<file path="config.mk">
export PLATFORM = sky130hd
export DESIGN_NAME = rtl_fsm_flat
export DESIGN_NICKNAME = d
export VERILOG_FILES = /design/src/rtl/rtl_fsm_if.sv /design/src/rtl/rtl_fsm.sv /design/src/flat_wrapper.sv
export SDC_FILE = /design/constraint.sdc
export NUM_CORES = 1
export LEC_CHECK = 0
export BUFFER_PORTS_ARGS = -buffer_cell sky130_fd_sc_hd__buf_2
export CAP_MARGIN = 20
export CORE_ASPECT_RATIO = 1.4
export CORE_MARGIN = 4
export CORE_UTILIZATION = 28
export CTS_CLUSTER_DIAMETER = 50
export DETAILED_ROUTE_END_ITERATION = 6
export PLACE_DENSITY = 0.49
export SETUP_SLACK_MARGIN = 0.4
export SYNTH_ARGS = -nofsm -noshare
export SYNTH_HDL_FRONTEND = slang
export SYNTH_SLANG_ARGS = --single-unit
</file>
<file path="constraint.sdc">
create_clock -name clock -period 4.2 [get_ports clock]
set_input_delay 0.42 -clock clock [delete_from_list [all_inputs] [get_ports clock]]
set_output_delay 0.42 -clock clock [all_outputs]
set_load 0.01 [all_outputs]
</file>
<file path="src/rtl/rtl_fsm_if.sv">
// rtl_fsm_if: coin-strobe / action-code bundle between the coin-detect
// front end and the vending controller.
//   x : 1 = one unit coin inserted this cycle (driven by the front end)
//   Z : action code, MSB is Z[1]; 00 none, 10 dispense, 01 refund
// Modports:
//   master : coin source / actuator side (drives x, observes Z)
//   slave  : controller side (observes x, drives Z)
interface rtl_fsm_if;
  logic       x;
  logic [1:2] Z;

  modport master (output x, input Z);
  modport slave  (input x, output Z);
endinterface

</file>
<file path="src/rtl/rtl_fsm.sv">
// rtl_fsm: coin-acceptor / dispense controller (Moore FSM).
// Counts unit coins on bus.x; when PRICE coins have accumulated it shows the
// dispense code for one cycle, and if partial credit sits untouched for
// TIMEOUT consecutive coin-less cycles it shows the refund code for one cycle.
// Ports:
//   clock : rising-edge system clock
//   reset : asynchronous, active-high; returns to IDLE with no credit
//   bus   : rtl_fsm_if.slave -- x (coin strobe in), Z[1:2] (action code out)
// Parameters:
//   PRICE   : coins per item, 1..15
//   TIMEOUT : coin-less cycles with partial credit before refund, 1..15
module rtl_fsm #(
  parameter int PRICE   = 3,
  parameter int TIMEOUT = 4
) (
  input  logic      clock,
  input  logic      reset,
  rtl_fsm_if.slave  bus
);

  generate
    if (PRICE < 1 || PRICE > 15) begin : g_bad_price
      $error("rtl_fsm: PRICE must be in 1..15");
    end
    if (TIMEOUT < 1 || TIMEOUT > 15) begin : g_bad_timeout
      $error("rtl_fsm: TIMEOUT must be in 1..15");
    end
  endgenerate

  localparam logic [4:0] PRICE_C   = 5'(PRICE);
  localparam logic [4:0] TIMEOUT_C = 5'(TIMEOUT);

  // Encoding chosen so that the action code is two state flops taken
  // directly: bit 2 = dispense, bit 1 = refund. Z can therefore never glitch
  // and 11 is unreachable.
  typedef enum logic [2:0] {
    IDLE   = 3'b000,
    CREDIT = 3'b001,
    VEND   = 3'b100,
    REFUND = 3'b010
  } state_t;

  state_t     state, state_n;
  logic [3:0] credit, credit_n;
  logic [3:0] idle, idle_n;
  logic [4:0] credit_inc, idle_inc;

  // One bit wider than the counters so the compare against the limit is
  // made before any wrap could happen.
  assign credit_inc = {1'b0, credit} + 5'd1;
  assign idle_inc   = {1'b0, idle} + 5'd1;

  always_ff @(posedge clock or posedge reset) begin
    if (reset) begin
      state  <= IDLE;
      credit <= 4'd0;
      idle   <= 4'd0;
    end else begin
      state  <= state_n;
      credit <= credit_n;
      idle   <= idle_n;
    end
  end

  always_comb begin
    state_n  = state;
    credit_n = credit;
    idle_n   = idle;
    case (state)
      CREDIT: begin
        if (bus.x) begin
          // A coin always beats a coincident timeout.
          idle_n = 4'd0;
          if (credit_inc == PRICE_C) begin
            state_n  = VEND;
            credit_n = 4'd0;
          end else begin
            credit_n = credit_inc[3:0];
          end
        end else if (idle_inc == TIMEOUT_C) begin
          state_n  = REFUND;
          credit_n = 4'd0;
          idle_n   = 4'd0;
        end else begin
          idle_n = idle_inc[3:0];
        end
      end
      default: begin
        // IDLE, VEND and REFUND all start from zero credit; a coin seen in a
        // VEND/REFUND cycle opens a fresh transaction so it is neither lost
        // nor folded into the amount just vended or refunded.
        credit_n = 4'd0;
        idle_n   = 4'd0;
        if (bus.x) begin
          if (PRICE_C == 5'd1) begin
            state_n = VEND;
          end else begin
            state_n  = CREDIT;
            credit_n = 4'd1;
          end
        end else begin
          state_n = IDLE;
        end
      end
    endcase
  end

  assign bus.Z = state[2:1];

endmodule

</file>
<file path="src/flat_wrapper.sv">
// flat-port wrapper written by rule: the top's interface ports become plain ports
module rtl_fsm_flat 
#(
  parameter int PRICE   = 3,
  parameter int TIMEOUT = 4
)
  (clock, reset, bus_x, bus_Z);
  rtl_fsm_if bus_i ();
  input  logic clock;
  input  logic reset;
  input wire logic [$bits(bus_i.x)-1:0] bus_x;
  output wire logic [$bits(bus_i.Z)-1:0] bus_Z;
  assign bus_i.x = bus_x;
  assign bus_Z = bus_i.Z;
  rtl_fsm #(.PRICE(PRICE), .TIMEOUT(TIMEOUT)) u_core (.clock(clock), .reset(reset), .bus(bus_i));
endmodule
</file>
==> reports/results.ini, run 1 <==
[outcome]
status = finished, final reports clean

[synthesis]
syn_avg_cell_area_um2 = 9.90
ys_seq_elements = 11
yosys_warnings = 0
synthCells = 57
netlist_top_cells_count = dfrtp_1, nor2_1, nand2_1, nand3_1, inv_1
async_reset_ff_frac = 1.00
synth_nets = 63
synth-edff-count = 0
ys_seq_area_frac = 0.488
yosys-top-cells-area = dfrtp_1, ha_1, nor2_1, nand3_1, nand2_1
synth_area_um2 = 564
yosysTopAreaCell = dfrtp_1
dominantRegCellSynth = dfrtp_1
synth_cell_types = 21
synth_most_common_cell = dfrtp_1
yosys.area.top_type_share = 0.488

[critical_path]
worst_ep_arrival_time_ps = 1650
reg2reg_to = u_core.credit[1]$_DFFE_PP0P_
worstPathBufferInverterCount = 0
timing.rr.start = u_core.credit[0]$_DFFE_PP0P_
required_ps = 4350
reg2reg_depth = 5
start_kind = flop
critPathMaxStageDelay_ps = 440
critPathTopFamily = compound AO/OA/AOI/OAI gates
path_class = flop to flop
path_max_fanout = 6
cp-end-kind = flop
cp_slowest_cell = dfrtp_1
crit_chain = ha_1 -> nand2_1 -> a21oi_1 -> o211a_1 -> o41ai_1
r2r_setup_slack_ps = 2700

[cts]
path_clk_slew_ps = 70
clock_path_buffers = 2
cts_tree = built
htreeDepth = 1
postCtsSetupBuffers = 0
cts_made_buffers = 3
hold_buffers = 0
clock_latency_ps = 260
cts_resized = 0
root_buffer = clkbuf_4
clock_sinks = 11

[pwr]
power_density_nw_per_um2 = 593
power_leakage_nw = 0.298
total_power_mw = 0.368
irDropWorstVdd_uv = 287

[sta]
hold_viol = 0
post-route-min-period_ps = 1500
tightest_slew_ps = 437
rsz0062_at_grt = false
fin_ws_ps = 2700
maxSlewHeadroom = 0.708
period_share = 0.358
fmax_ghz = 0.665
maxSlewViolCount = 0
finalSetupViolations = 0
clock_skew_ps = 1.38
setup-tns-final_ps = 0

[routing]
antenna_left = 0
routedWlPerCell_um = 11.4
firstDrtPassIters = 4
drt_iter0_drc = 4
remaining_drc_errors = 0
routed_wl_um = 947
viasPerCell = 4.96
vias = 412

[final_layout]
utilization = 0.336
area_growth_pct = 9.98
antenna_cells = 0
finalNetCount = 70
drive_above_1_share = 0.159
fillers = 205

[global_routing]
overflow = 0
antenna_found_initial = 0
grt_max_degree = 12
first_global_vias = 416
grt_pass1_wl_um = 1640
grtUsageTotal = 0.0824

[die]
die-area_um2 = 2810
rows = 18
io-pin-count = 5
start_util = 0.306
dieHeight_um = 61.1
core_region_area_um2 = 1850
die_x_um = 45.9

[place]
portBuffers = 4
gp_congestion = 0.809
dp_hpwl_um = 730
place_ws_ps = 2740

[hold_path]
hp-class = primary input to asynchronous set/reset pin

[flow_run]
drv_cap = 0

## logic make-up after synthesis
kind of cell	after synthesis	synth area share
flops	11	0.488
fa+ha+maj	3	0.0665
buf+inv	6	0.0532
mux	1	0.0200
compound gates	10	0.129
xor+xnor	3	0.0466
simple gates	23	0.197
## state kept, by name, summed over array words and instances, names as in the netlist
register       count
u_core.idle        4
u_core.state       3
u_core.credit      4
## per-layer routing
metal,global-route usage,vias to the layer above,share of wire
li1,-,206,-
met1,0.0995,197,0.46
met2,0.126,7,0.48
met3,0.0175,2,0.036
met4,0.0610,0,0.021
met5,0,-,0
## area by class of cell
type	instances	area, um2	area share
clock buffers	4	26.3	0.0423
multi-input cells	40	259	0.417
well taps	20	25.0	0.0403
flip-flops and latches	11	275	0.444
repair buffers	4	20.0	0.0323
inverters	4	15.0	0.0242
## where the power goes
part	switching [mW]	total (mW)	internal [mW]
sequential	0.0267	0.161	0.134
clock	0.0346	0.0714	0.0367
combinational	0.0741	0.136	0.0616
total	0.135	0.368	0.233
## through the flow
| step | std cells | hold slack [ps] | instance area [um2] |
|---|---|---|---|
| 2_1_floorplan | 57 | 272 | 564 |
| 3_3_place_gp | 79 | 444 | 594 |
| 4_1_cts | 83 | 155 | 621 |
| 3_5_place_dp | 79 | 443 | 594 |
| 6_report | 83 | 134 | 621 |
| 5_1_grt | 83 | 171 | 621 |
## worst max path at each step
stage          cells past startpoint                         start                      endpoint
2_1_floorplan                      5  u_core.credit[0]$_DFFE_PP0P_  u_core.credit[1]$_DFFE_PP0P_
3_3_place_gp                       5  u_core.credit[0]$_DFFE_PP0P_  u_core.credit[1]$_DFFE_PP0P_
3_5_place_dp                       5  u_core.credit[0]$_DFFE_PP0P_  u_core.credit[1]$_DFFE_PP0P_
4_1_cts                            5  u_core.credit[0]$_DFFE_PP0P_  u_core.credit[1]$_DFFE_PP0P_
5_1_grt                            5  u_core.credit[0]$_DFFE_PP0P_  u_core.credit[1]$_DFFE_PP0P_
6_report                           5  u_core.credit[0]$_DFFE_PP0P_  u_core.credit[1]$_DFFE_PP0P_
## layout by cell type, fill, tap and decap left out, types with 2 or more instances in the layout
master    Yosys  final
dfrtp_1      11     11
nor2_1        7      7
nand2_1       6      6
nand3_1       5      5
inv_1         4      4
buf_2         0      4
a21oi_1       3      3
ha_1          3      3
clkbuf_4      0      3
and3_1        2      2
xnor2_1       2      2
a31oi_1       2      2
Note: power is estimated with default switching activity, not from simulation.
==> run 2: changes to the inputs <==
==> constraint.sdc (replaced) <==
create_clock -name clock -period 1.45 [get_ports clock]
set_input_delay 0.145 -clock clock [delete_from_list [all_inputs] [get_ports clock]]
set_output_delay 0.145 -clock clock [all_outputs]
set_load 0.01 [all_outputs]
==> run 2 against run 1 <==
Net effect:
- flip-flop and latch count unchanged
- critical endpoint is now u_core.credit[0]$_DFFE_PP0P_
- highest routed layer unchanged
- clock power increased to 3.0 times the previous value
- global-route usage increased by 2.9 points
- clock skew increased by 5.1 ps
- critical path depth unchanged
- hold slack improved by 13 ps
==> reports/results.ini, run 2 (synthesized netlist as in run 1, its figures left out) <==
[routing]
remaining_drc_errors = 0  ; unchanged
drt_iter0_drc = 6  ; +2
firstDrtPassIters = 4  ; unchanged
vias = 469  ; +14%
viasPerCell = 5.10  ; +2.7%
antenna_left = 0  ; unchanged
routedWlPerCell_um = 13.9  ; +22%
routed_wl_um = 1280  ; +35%

[critical_path]
path_max_fanout = 3  ; -3
required_ps = 1600  ; -2750 ps
r2r_setup_slack_ps = 70  ; -2630 ps
reg2reg_to = u_core.credit[0]$_DFFE_PP0P_
start_kind = flop
worst_ep_arrival_time_ps = 1530  ; -120 ps
timing.critical_path.to = u_core.credit[0]$_DFFE_PP0P_
timing.rr.start = u_core.credit[1]$_DFFE_PP0P_
reg2reg_depth = 5  ; unchanged
path_class = flop to flop
cp-end-kind = flop
crit_start = u_core.credit[1]$_DFFE_PP0P_

[sta]
fmax_ghz = 0.725  ; +9.0%
maxSlewHeadroom = 0.709  ; about the same
holdWs_ps = 147  ; +13.3 ps
fin_ws_ps = 70.9  ; -2630 ps
hold_viol = 0  ; unchanged
post-route-min-period_ps = 1380  ; -124 ps
maxSlewViolCount = 0  ; unchanged
rsz0062_at_grt = true
tightest_slew_ps = 436  ; -0.540 ps
finalSetupViolations = 0  ; unchanged
period_share = 0.951  ; +0.593
clock_skew_ps = 6.43  ; +5.05 ps

[pwr]
irDropWorstVdd_uv = 701  ; +140%
power_leakage_nw = 0.350  ; +17%
power_density_nw_per_um2 = 1860  ; +210%

[die]
rows = 18  ; unchanged
core_region_area_um2 = 1850  ; unchanged
die-area_um2 = 2810  ; unchanged
io-pin-count = 5  ; unchanged
die_x_um = 45.9  ; unchanged
dieHeight_um = 61.1  ; unchanged
start_util = 0.306  ; unchanged

[final_layout]
drive_above_1_share = 0.417  ; +0.258
mostFrequentLayoutCells = dfrtp_1, buf_4, nand2_1
final_common_cell = dfrtp_1
fillers = 193  ; -5.9%
area_growth_pct = 35.0
layout.cells.non_filler = 92  ; +11%
largest_registers = u_core.credit x4, u_core.idle x4, u_core.state x3
antenna_cells = 0  ; unchanged
fin_area_um2 = 762  ; +23%
finalNetCount = 79  ; +13%

[place]
place_ws_ps = 125  ; -2620 ps
dp_hpwl_um = 797  ; +9.3%
place_inst = 80  ; +1.3%
portBuffers = 4  ; unchanged
place_area_um2 = 604  ; +1.7%
gp_congestion = 0.772  ; -4.6%

[flow_run]
drv_cap = 0  ; unchanged

[cts]
clock_path_buffers = 2  ; unchanged
cts_tree = built
htreeDepth = 1  ; unchanged
root_buffer = clkbuf_4
path_clk_slew_ps = 70  ; about the same
clock_sinks = 11  ; unchanged
cts_made_buffers = 3  ; unchanged
clock_latency_ps = 270  ; about the same

[global_routing]
overflow = 0  ; unchanged
antenna_found_initial = 0  ; unchanged
grtUsageTotal = 0.111  ; +0.0288
grt_max_degree = 12  ; unchanged
grt_pass1_wl_um = 2170  ; +32%
first_global_vias = 506  ; +22%

[hold_path]
hp-class = primary input to flop

[outcome]
status = finished, final reports clean

-- run 2: cell types whose count changed in the layout (fill, tap and decap cells not counted), moves of 2 or more --
| cell | before | now |
|---|---|---|
| nor2_2 | 0 | 3 |
| nor2_1 | 7 | 4 |
| buf_6 | 0 | 2 |
| buf_4 | 0 | 6 |
| ha_1 | 3 | 1 |
| a21oi_1 | 3 | 1 |
| a21oi_2 | 0 | 2 |
-- run 2: final cells by class --
type                    count  area (um2)  share of cell area
repair buffers             13        97.6               0.128
inverters                   4        15.0              0.0197
flip-flops and latches     11         275               0.361
clock buffers               4        26.3              0.0345
well taps                  20        25.0              0.0328
multi-input cells          40         323               0.424
-- run 2: how the worst min path moves through the flow --
stage | from | endpoint | cells after the start
2_1_floorplan | reset | u_core.credit[0]$_DFFE_PP0P_ | 1
3_3_place_gp | reset | u_core.state[2]$_DFFE_PP0P_ | 2
3_5_place_dp | reset | u_core.state[2]$_DFFE_PP0P_ | 2
4_1_cts | bus_x | u_core.state[0]$_DFFE_PP0P_ | 2
5_1_grt | bus_x | u_core.credit[0]$_DFFE_PP0P_ | 2
6_report | bus_x | u_core.credit[0]$_DFFE_PP0P_ | 2
-- run 2: metal layers --
metal	global-route usage	wire, um	vias up
met5	0	0	-
met4	0.0976	38	0
met3	0.0263	41	5
met2	0.187	693	8
met1	0.110	510	232
li1	-	-	224
-- run 2: metrics by stage --
step                utilization  setup TNS [ps]  power [mW]
floorplan                     -               0       0.777
global placement          0.327               0       0.899
detailed placement        0.327               0       0.895
CTS                       0.377               0        1.25
global route              0.413           -7.44        1.51
finish                    0.413               0        1.42
-- run 2: where the power goes --
| group | internal [mW] | switching [mW] | total (mW) |
|---|---|---|---|
| clock network | 0.107 | 0.106 | 0.213 |
| logic | 0.381 | 0.347 | 0.728 |
| registers | 0.389 | 0.0861 | 0.475 |
-- run 2: worst max-delay path, stage by stage (launching register included) --
cell,delay [ps]
dfrtp_1,400
ha_2,220
xnor2_2,180
a31oi_1,110
o21ai_0,260
o21ai_2,90
-- run 2: what timing repair did --
action                                  4_1_cts  5_1_grt
pin swaps                                     2        3
resized for setup                             5       10
buffers inserted                              4        3
endpoints found under the setup margin       10       10
hold buffers                                  1        0
endpoints found under the hold margin        11        0
==> run 3: changes to the inputs <==
--- a/config.mk
+++ b/config.mk
@@ -12,6 +12,8 @@
 export CORE_UTILIZATION = 28
 export CTS_CLUSTER_DIAMETER = 50
 export DETAILED_ROUTE_END_ITERATION = 6
+export GPL_TIMING_DRIVEN = 0
+export MAX_ROUTING_LAYER = met4
 export PLACE_DENSITY = 0.49
 export SETUP_SLACK_MARGIN = 0.4
 export SYNTH_ARGS = -nofsm -noshare
==> constraint.sdc (replaced) <==
create_clock -name clock -period 1.8 [get_ports clock]
set_input_delay 0.18 -clock clock [delete_from_list [all_inputs] [get_ports clock]]
set_output_delay 0.18 -clock clock [all_outputs]
set_load 0.01 [all_outputs]
==> run 3 against run 2 <==
Net effect:
- register-to-register slack gained 410 ps
- via count shrank 6.4%
- sequential power shrank 24%
- flip-flop and latch count is the same
- final area shrank 12%
- clock-buffer cell count is the same
- clock power shrank 22%
- first-iteration DRC count shrank 17%
- worst setup slack gained 410 ps
- total power shrank 36%
- critical path depth is the same
- routed wire length shrank 19%
- largest power group unchanged
==> reports/results.ini, run 3 (synthesized netlist as in run 1, its figures left out) <==
[outcome]
status = finished, final reports clean

[cts]
clock_sinks = 11  ; unchanged
clock_latency_ps = 270  ; about the same
htreeDepth = 1  ; unchanged
cts_made_buffers = 3  ; unchanged
path_clk_slew_ps = 60  ; about the same
root_buffer = clkbuf_4
cts_tree = built
clock_path_buffers = 2  ; unchanged

[place]
portBuffers = 4  ; unchanged
place_area_um2 = 609  ; +0.83%
gp_congestion = 0.726  ; -5.9%
place_inst = 81  ; +1.3%
place_ws_ps = 351  ; +226 ps
dp_hpwl_um = 772  ; -3.2%

[sta]
maxSlewHeadroom = 0.719  ; +0.00995
clock_skew_ps = 6.33  ; -0.0933 ps
hold_viol = 0  ; unchanged
period_share = 0.734  ; -0.218
finalSetupViolations = 0  ; unchanged
setup-tns-final_ps = 0  ; unchanged
holdWs_ps = 193  ; +45.9 ps
rsz0062_at_grt = false
maxSlewViolCount = 0  ; unchanged
fin_ws_ps = 480  ; +409 ps
fmax_ghz = 0.757  ; +4.5%
post-route-min-period_ps = 1320  ; -58.8 ps
tightest_slew_ps = 421  ; -15.4 ps

[final_layout]
largest_registers = u_core.credit x4, u_core.idle x4, u_core.state x3
final_common_cell = dfrtp_1
layout.cells.non_filler = 88  ; -4.3%
multi_input_area_um2 = 269  ; -17%
drive_above_1_share = 0.235  ; -0.181
antenna_cells = 0  ; unchanged
fillers = 210  ; +8.8%
mostFrequentLayoutCells = dfrtp_1, nor2_1, nand2_1
finalNetCount = 75  ; -5.1%
fin_area_um2 = 671  ; -12%
area_growth_pct = 18.8
ff_latch_area_um2 = 275  ; unchanged

[global_routing]
grtUsageTotal = 0.0975  ; -0.0137
first_global_vias = 459  ; -9.3%
grt_pass1_wl_um = 1930  ; -11%
overflow = 0  ; unchanged
antenna_found_initial = 0  ; unchanged
grt_max_degree = 12  ; unchanged

[die]
die_x_um = 45.9  ; unchanged
io-pin-count = 5  ; unchanged
core_region_area_um2 = 1850  ; unchanged
dieHeight_um = 61.1  ; unchanged
die-area_um2 = 2810  ; unchanged
rows = 18  ; unchanged
start_util = 0.306  ; unchanged

[routing]
vias = 439  ; -6.4%
remaining_drc_errors = 0  ; unchanged
routed_wl_um = 1050  ; -19%
viasPerCell = 4.99  ; -2.1%
antenna_left = 0  ; unchanged
firstDrtPassIters = 2  ; -2
routedWlPerCell_um = 11.9  ; -15%
drt_iter0_drc = 5  ; -1

[critical_path]
timing.critical_path.to = u_core.credit[1]$_DFFE_PP0P_
worst_ep_arrival_time_ps = 1490  ; -40 ps
reg2reg_to = u_core.credit[1]$_DFFE_PP0P_
path_class = flop to flop
reg2reg_depth = 5  ; unchanged
required_ps = 1970  ; +370 ps
cp-end-kind = flop
start_kind = flop
timing.rr.start = u_core.credit[0]$_DFFE_PP0P_
r2r_setup_slack_ps = 480  ; +410 ps
path_max_fanout = 3  ; unchanged
crit_start = u_core.credit[0]$_DFFE_PP0P_

[pwr]
power_leakage_nw = 0.327  ; -6.5%
irDropWorstVdd_uv = 806  ; +15%
power_density_nw_per_um2 = 1360  ; -27%

[hold_path]
hp-class = primary input to flop

[flow_run]
drv_cap = 0  ; unchanged

run 3: cell count changes in the layout (fill, tap and decap cells not counted), sizes merged:
cell,delta
buf,-4
run 3: area by class of cell:
type / count / share of cell area
multi-input cells: 40 / 0.401
plain buffers: 2 / 0.0224
flip-flops and latches: 11 / 0.410
clock buffers: 4 / 0.0392
well taps: 20 / 0.0373
repair buffers: 7 / 0.0672
inverters: 4 / 0.0224
run 3: what timing repair did:
action                                 in CTS  in global routing
hold buffers                                1                  0
setup buffers                               2                  0
resized for setup                           0                  2
endpoints found under the hold margin      11                  0
setup endpoints to repair                   1                  1
run 3: per-layer routing:
layer  track usage  wire, um
met1         0.106       426
met2         0.159       558
met3        0.0175        32
met4        0.0610        27
met5             -         0
run 3: metrics by stage:
step	util	total power, mW
detailed placement	0.330	0.701
global route	0.363	0.990
global placement	0.330	0.700
CTS	0.358	0.905
finish	0.363	0.913
floorplan	-	0.624
run 3: critical path, cell delays in order, from the launching register on:
cell and delay (ps):
dfrtp_1 390, ha_2 210, nand2_1 60, a21oi_1 40, o211a_1 260, o41ai_2 260
run 3: power breakdown:
group	total, mW	leakage, nW	internal (mW)	switching (mW)
Sequential	0.362	0.144	0.314	0.0482
Clock	0.166	0.0150	0.0858	0.0804
Combinational	0.385	0.168	0.183	0.202
Total	0.913	0.327	0.583	0.331
run 3: worst min path at each step:
stage,startpoint,end,slack (ps),cells after the start
after floorplan,reset,u_core.credit[0]$_DFFE_PP0P_,30,1
after global placement,reset,u_core.state[2]$_DFFE_PP0P_,200,2
after detailed placement,reset,u_core.state[2]$_DFFE_PP0P_,210,2
after CTS,bus_x,u_core.state[0]$_DFFE_PP0P_,190,2
after global routing,bus_x,u_core.state[0]$_DFFE_PP0P_,200,2
final,bus_x,u_core.state[0]$_DFFE_PP0P_,190,2
